--- src/rtl/fb_fill_engine.sv ---
// fb_fill_engine: rectangle fill writer, one pixel write per cycle, row-major.
// Ports: cmd_* handshake in, stall in, do_write/write_addr/write_data/busy/done out. Macro: FB_FILL_CLIP_EN.
module fb_fill_engine #(
  parameter int FB_WIDTH  = 320,
  parameter int FB_HEIGHT = 200
) (
  input  logic        main_clk,
  input  logic        main_rst_n,
  input  logic        cmd_valid,
  output logic        cmd_ready,
  input  logic [8:0]  cmd_x,
  input  logic [7:0]  cmd_y,
  input  logic [8:0]  cmd_w,
  input  logic [7:0]  cmd_h,
  input  logic [11:0] cmd_color,
  input  logic        stall,
  output logic        do_write,
  output logic [15:0] write_addr,
  output logic [11:0] write_data,
  output logic        busy,
  output logic        done
);

  if (FB_WIDTH * FB_HEIGHT > 65536) begin : g_size_chk
    $error("framebuffer exceeds 16-bit address space");
  end

  localparam logic [15:0] W16 = 16'(FB_WIDTH);

  typedef enum logic {IDLE, RUN} state_t;

  state_t      state_q, state_d;
  logic [9:0]  x_q, xe_q;
  logic [8:0]  x0_q;
  logic [8:0]  y_q, ye_q;
  logic [15:0] base_q;
  logic [11:0] color_q;
  logic        empty_q;

  logic [9:0]  x_sum, x_end, x_nxt;
  logic [8:0]  y_sum, y_end, y_nxt;
  logic [15:0] row_base;
  logic        empty, last_col, last_pix;
  logic        fire, fin, accept;

  assign x_sum = {1'b0, cmd_x} + {1'b0, cmd_w};
  assign y_sum = {1'b0, cmd_y} + {1'b0, cmd_h};

`ifdef FB_FILL_CLIP_EN
  localparam logic [9:0] XW = 10'(FB_WIDTH);
  localparam logic [8:0] YH = 9'(FB_HEIGHT);
  assign x_end = (x_sum > XW) ? XW : x_sum;
  assign y_end = (y_sum > YH) ? YH : y_sum;
`else
  assign x_end = x_sum;
  assign y_end = y_sum;
`endif

  // Covers zero width/height and, when clipping, an origin off-screen.
  assign empty = (x_end <= {1'b0, cmd_x}) ||
                 (y_end <= {1'b0, cmd_y});

  // Constant shift-add of cmd_y * FB_WIDTH; for 320 this is (y<<8)+(y<<6).
  always_comb begin
    row_base = '0;
    for (int i = 0; i < 16; i++) begin
      if (W16[i]) row_base = row_base + (16'(cmd_y) << i);
    end
  end

  assign x_nxt    = x_q + 10'd1;
  assign y_nxt    = y_q + 9'd1;
  assign last_col = (x_nxt == xe_q);
  assign last_pix = last_col && (y_nxt == ye_q);

  assign fire = (state_q == RUN) && !stall;
  assign fin  = fire && last_pix;

  // Ready looks ahead to the final-write edge so back-to-back
  // commands stream without a bubble.
  assign cmd_ready = (state_q == IDLE) || fin;
  assign accept    = cmd_valid && cmd_ready;
  assign busy      = (state_q == RUN);

  always_comb begin
    state_d = state_q;
    if (fin) state_d = IDLE;
    if (accept) state_d = empty ? IDLE : RUN;
  end

  always_ff @(posedge main_clk or negedge main_rst_n) begin
    if (!main_rst_n) begin
      state_q    <= IDLE;
      x_q        <= '0;
      xe_q       <= '0;
      x0_q       <= '0;
      y_q        <= '0;
      ye_q       <= '0;
      base_q     <= '0;
      color_q    <= '0;
      empty_q    <= 1'b0;
      do_write   <= 1'b0;
      write_addr <= '0;
      write_data <= '0;
      done       <= 1'b0;
    end else begin
      state_q  <= state_d;
      do_write <= fire;
      done     <= fin || empty_q;
      empty_q  <= accept && empty;
      if (fire) begin
        write_addr <= base_q + {6'd0, x_q};
        write_data <= color_q;
      end
      if (accept) begin
        x_q     <= {1'b0, cmd_x};
        x0_q    <= cmd_x;
        xe_q    <= x_end;
        y_q     <= {1'b0, cmd_y};
        ye_q    <= y_end;
        base_q  <= row_base;
        color_q <= cmd_color;
      end else if (fire && !last_pix) begin
        if (last_col) begin
          x_q    <= {1'b0, x0_q};
          y_q    <= y_nxt;
          base_q <= base_q + W16;
        end else begin
          x_q <= x_nxt;
        end
      end
    end
  end

endmodule

--- config.mk ---
export PLATFORM = sky130hd
export DESIGN_NAME = fb_fill_engine
export DESIGN_NICKNAME = d
export VERILOG_FILES = /design/src/rtl/fb_fill_engine.sv
export SDC_FILE = /design/constraint.sdc
export NUM_CORES = 1
export LEC_CHECK = 0
export ABC_CLOCK_PERIOD_IN_PS = 3100
export BUFFER_PORTS_ARGS = -buffer_cell sky130_fd_sc_hd__buf_2
export CAP_MARGIN = 20
export CORE_MARGIN = 10
export CORE_UTILIZATION = 41
export DETAILED_ROUTE_END_ITERATION = 8
export GPL_TIMING_DRIVEN = 0
export PLACE_DENSITY = 0.65
export SLEW_MARGIN = 20
export SYNTH_ARGS = -nofsm -noshare
export SYNTH_HDL_FRONTEND = slang
export SYNTH_SLANG_ARGS = --single-unit
--- constraint.sdc ---
create_clock -name main_clk -period 3.1 [get_ports main_clk]
set_input_delay 0.62 -clock main_clk [delete_from_list [all_inputs] [get_ports main_clk]]
set_output_delay 0.62 -clock main_clk [all_outputs]
set_load 0.01 [all_outputs]
==> key figures <==
Status
  – Status: complete, but fails checks
  – Violated checks: setup timing

Yosys
  – Top cell type's share of synthesized area: 0.389
  – Post-Syn Area: approximately 6500 um2
  – Seq/Total Area, Yosys: 0.389
  – Synth Flop Type: dfrtp_1
  – FFs w/ async S/R, synth: 1.00
  – Post-Syn Nets: approximately 850
  – FF+latch count, synth: ~100
  – Area leader, netlist: dfrtp_1
  – Synth Warn #: 0
  – Syn Inst Count: 754
  – Syn_area_per_cell: 8.63 um2
  – Synth top area cells: dfrtp_1 39%, nand2_1 11%, ha_1 8.7%
  – Synth cell types: 63
  – Post-synth EDFFs: 0

Setup path
  – Crit path launch type: flip-flop
  – Path type of the worst setup path: reg -> out
  – Peak fanout along the critical path: 5
  – CP arrival: 2820 ps
  – Critical path data required time: 2480 ps
  – Crit. End Element: primary output

Timing
  – Fin crit share: 1.11
  – F_max: 291 MHz
  – Slew @ Worst Pin: between 600 and 700 ps
  – Worst slew margin relative to its limit: 0.556
  – Worst hold margin: 186 ps
  – RSZ-0062 raised after global routing: true
  – Minimum clock period: 3440 ps
  – Worst Skew: 6.77 ps
  – Fin. Hold Viols: 0
  – Fin. max-slew vios: 0
  – Final setup violating endpoints: 16
  – Final worst setup slack: -337 ps

Drt
  – DR vias: 5617
  – WL final: 17300 um
  – Routed wire per std cell: 16.0 um
  – Routed vias/inst: between 5 and 6
  – DRC Markers: 0
  – Antenna Violating Nets Remaining: 0
  – DR pass1 iterations: 5
  – Detailed Route Iter0 Violations: 347

Placed design
  – DP Worst Slack: -454 ps
  – HPWL after DPL: 13100 um
  – IO buf count: 81
  – Final RePlAce weighted congestion: 0.905
  – Post-Place Cell Area: 7210 um2

Clock tree
  – Worst-path clk slew: roughly 70 ps
  – # clock sinks: 101
  – CTS tree: yes
  – H-tree levels: 3
  – CTS Hold Bufs: 0
  – Clk root buf: clkbuf_16
  – Clock buffer depth: 2
  – Clk_lat worst skew: 360 ps
  – CTS buffer count: 9

Global route
  – Gr busiest metal: met2
  – Vias in the first global route: 5415
  – Met1 global-route usage: 0.224
  – Met2 usage: 0.240
  – Global-route wire length before repair: 27900 um
  – Global Route Usage Sum: 0.159
  – Met3 Track Usage GR: 0.0323
  – Total grt overflow: 0
  – Antenna violations before repair: 0
  – Largest net degree at the start of global routing: 55

Final layout
  – P&R area growth vs syn: 20.9%
  – N_diodes: 0
  – Layout cells sized above 1: 0.206
  – Fin area: 7860 um2
  – Nets: about 960

Die
  – Row Count: between 40 and 50
  – Die width: about 150 um
  – Initial Utilization: 0.423
  – Overall die height: 146 um
  – Core area: ~15000 um2
  – I/O pin total: 82
  – Die ar.: 21300 um2

Power
  – Cell leakage power: 0.00396 uW
  – Max VDD drop: 0.360 mV
  – P per Cell Area: 810 nW/um2
  – Total power: 6370 uW

Flow run
  – Max-Cap Viols: 0

Min path
  – Min-Delay Path Class: in -> async
sequential cells by signal, summed over array words and instances, names as in the netlist:
register / count
write_addr: 16
empty_q: 1
write_data: 12
x_q: 10
base_q: 10
do_write: 1
y_q: 9
xe_q: 10
ye_q: 9
color_q: 12
busy: 1
x0_q: 9
done: 1
final timing paths:
check | start | endpoint | slack (ps) | cells after the start
setup reg to reg | x_q[0] | y_q[5] | -230 | 11
max in group asynchronous | main_rst_n | x_q[6] | 2240 | 2
setup / recovery | x_q[0] | cmd_ready | -340 | 10
min in group main_clk | cmd_color[9] | color_q[9] | 450 | 3
hold reg to reg | color_q[8] | write_data[8] | 460 | 2
hold / removal | main_rst_n | write_data[6] | 190 | 1
Yosys cell counts, types with 3 or more instances:
cell type / number
nand2_1: 191
dfrtp_1: 101
ha_1: 45
a21oi_1: 42
inv_1: 41
o21ai_0: 36
xnor2_1: 36
nor2_1: 24
mux2i_1: 23
xor2_1: 19
a21o_1: 16
buf_2: 16
nand3_1: 14
clkbuf_1: 12
nor3_1: 12
nand4_1: 11
o21bai_1: 8
o21ai_1: 7
and3_1: 6
nand2b_1: 6
nor2b_1: 6
a31oi_1: 5
o22ai_1: 5
a22oi_1: 4
a2bb2oi_1: 4
mux2_2: 4
o31ai_1: 4
a211oi_1: 3
and2_1: 3
buf_4: 3
fa_1: 3
or3_1: 3
power breakdown:
| group | internal (uW) | switching [uW] | total [uW] | leakage [uW] |
|---|---|---|---|---|
| sequential | 1890 | 509 | 2400 | 0.00123 |
| combinational | 1280 | 1430 | 2710 | 0.00257 |
| clock | 737 | 519 | 1260 | 0.000160 |
| total | 3910 | 2460 | 6370 | 0.00396 |
cell usage in the layout (no fill, tap or decap), drive strengths merged, types with 8 or more instances in the layout:
| master | netlist | final |
|---|---|---|
| ha | 45 | 45 |
| inv | 41 | 43 |
| dfrtp | 101 | 101 |
| nand2 | 191 | 191 |
| xnor2 | 36 | 36 |
| nor2 | 24 | 24 |
| o21ai | 44 | 44 |
| nand4 | 11 | 11 |
| clkbuf | 13 | 24 |
| a21oi | 42 | 42 |
| buf | 22 | 117 |
| nor3 | 12 | 12 |
| mux2i | 23 | 23 |
| o21bai | 8 | 8 |
| nand3 | 14 | 14 |
| a21o | 16 | 16 |
| xor2 | 19 | 19 |
worst max-delay path, cell delays in order, from the launching register on:
cell and delay (ps):
dfrtp_2 430, buf_6 130, and3_4 170, buf_6 120, a21o_1 200, a31oi_4 200
a31oi_4 70, or4_4 510, or3b_4 430, nand2_1 70, buf_2 130
cell families after synthesis:
kind of cell	Yosys count	share of synthesized area
xor gates and xnor gates	55	0.0741
muxes	27	0.0423
DFF	101	0.389
adders and majority gates	48	0.0958
and+or+nand+nor	286	0.191
AOI/OAI and AO/OA	161	0.157
buffers and inverters	76	0.0512
metrics by stage:
| step | util | instances | TNS (ps) |
|---|---|---|---|
| after detailed placement | 0.469 | 1047 | -10000 |
| after CTS | 0.498 | 1069 | -803 |
| after global placement | 0.467 | 1046 | -9460 |
| final | 0.511 | 1077 | -1360 |
| after floorplan | - | 754 | 0 |
| after global routing | 0.511 | 1077 | -6670 |
routing by layer:
layer  share of wire  wire, um
met2            0.44      7680
met3           0.064      1110
met1            0.48      8260
met5               0         0
met4           0.013       226
layout make-up:
type | instances | area [um2]
plain buffers | 34 | 191
clock buffers | 10 | 239
clock inverters | 6 | 93.8
fillers | 1492 | 7510
inverters | 41 | 154
multi-input cells | 577 | 3830
flip-flops and latches | 101 | 2530
well taps | 211 | 264
repair buffers | 97 | 562
timing repair:
item | CTS | global route
pin swaps | 5 | 19
setup buffers | 6 | 9
setup endpoints to repair | 64 | 70
gates resized for setup | 14 | 43
Note: power is estimated with default switching activity, not from simulation.
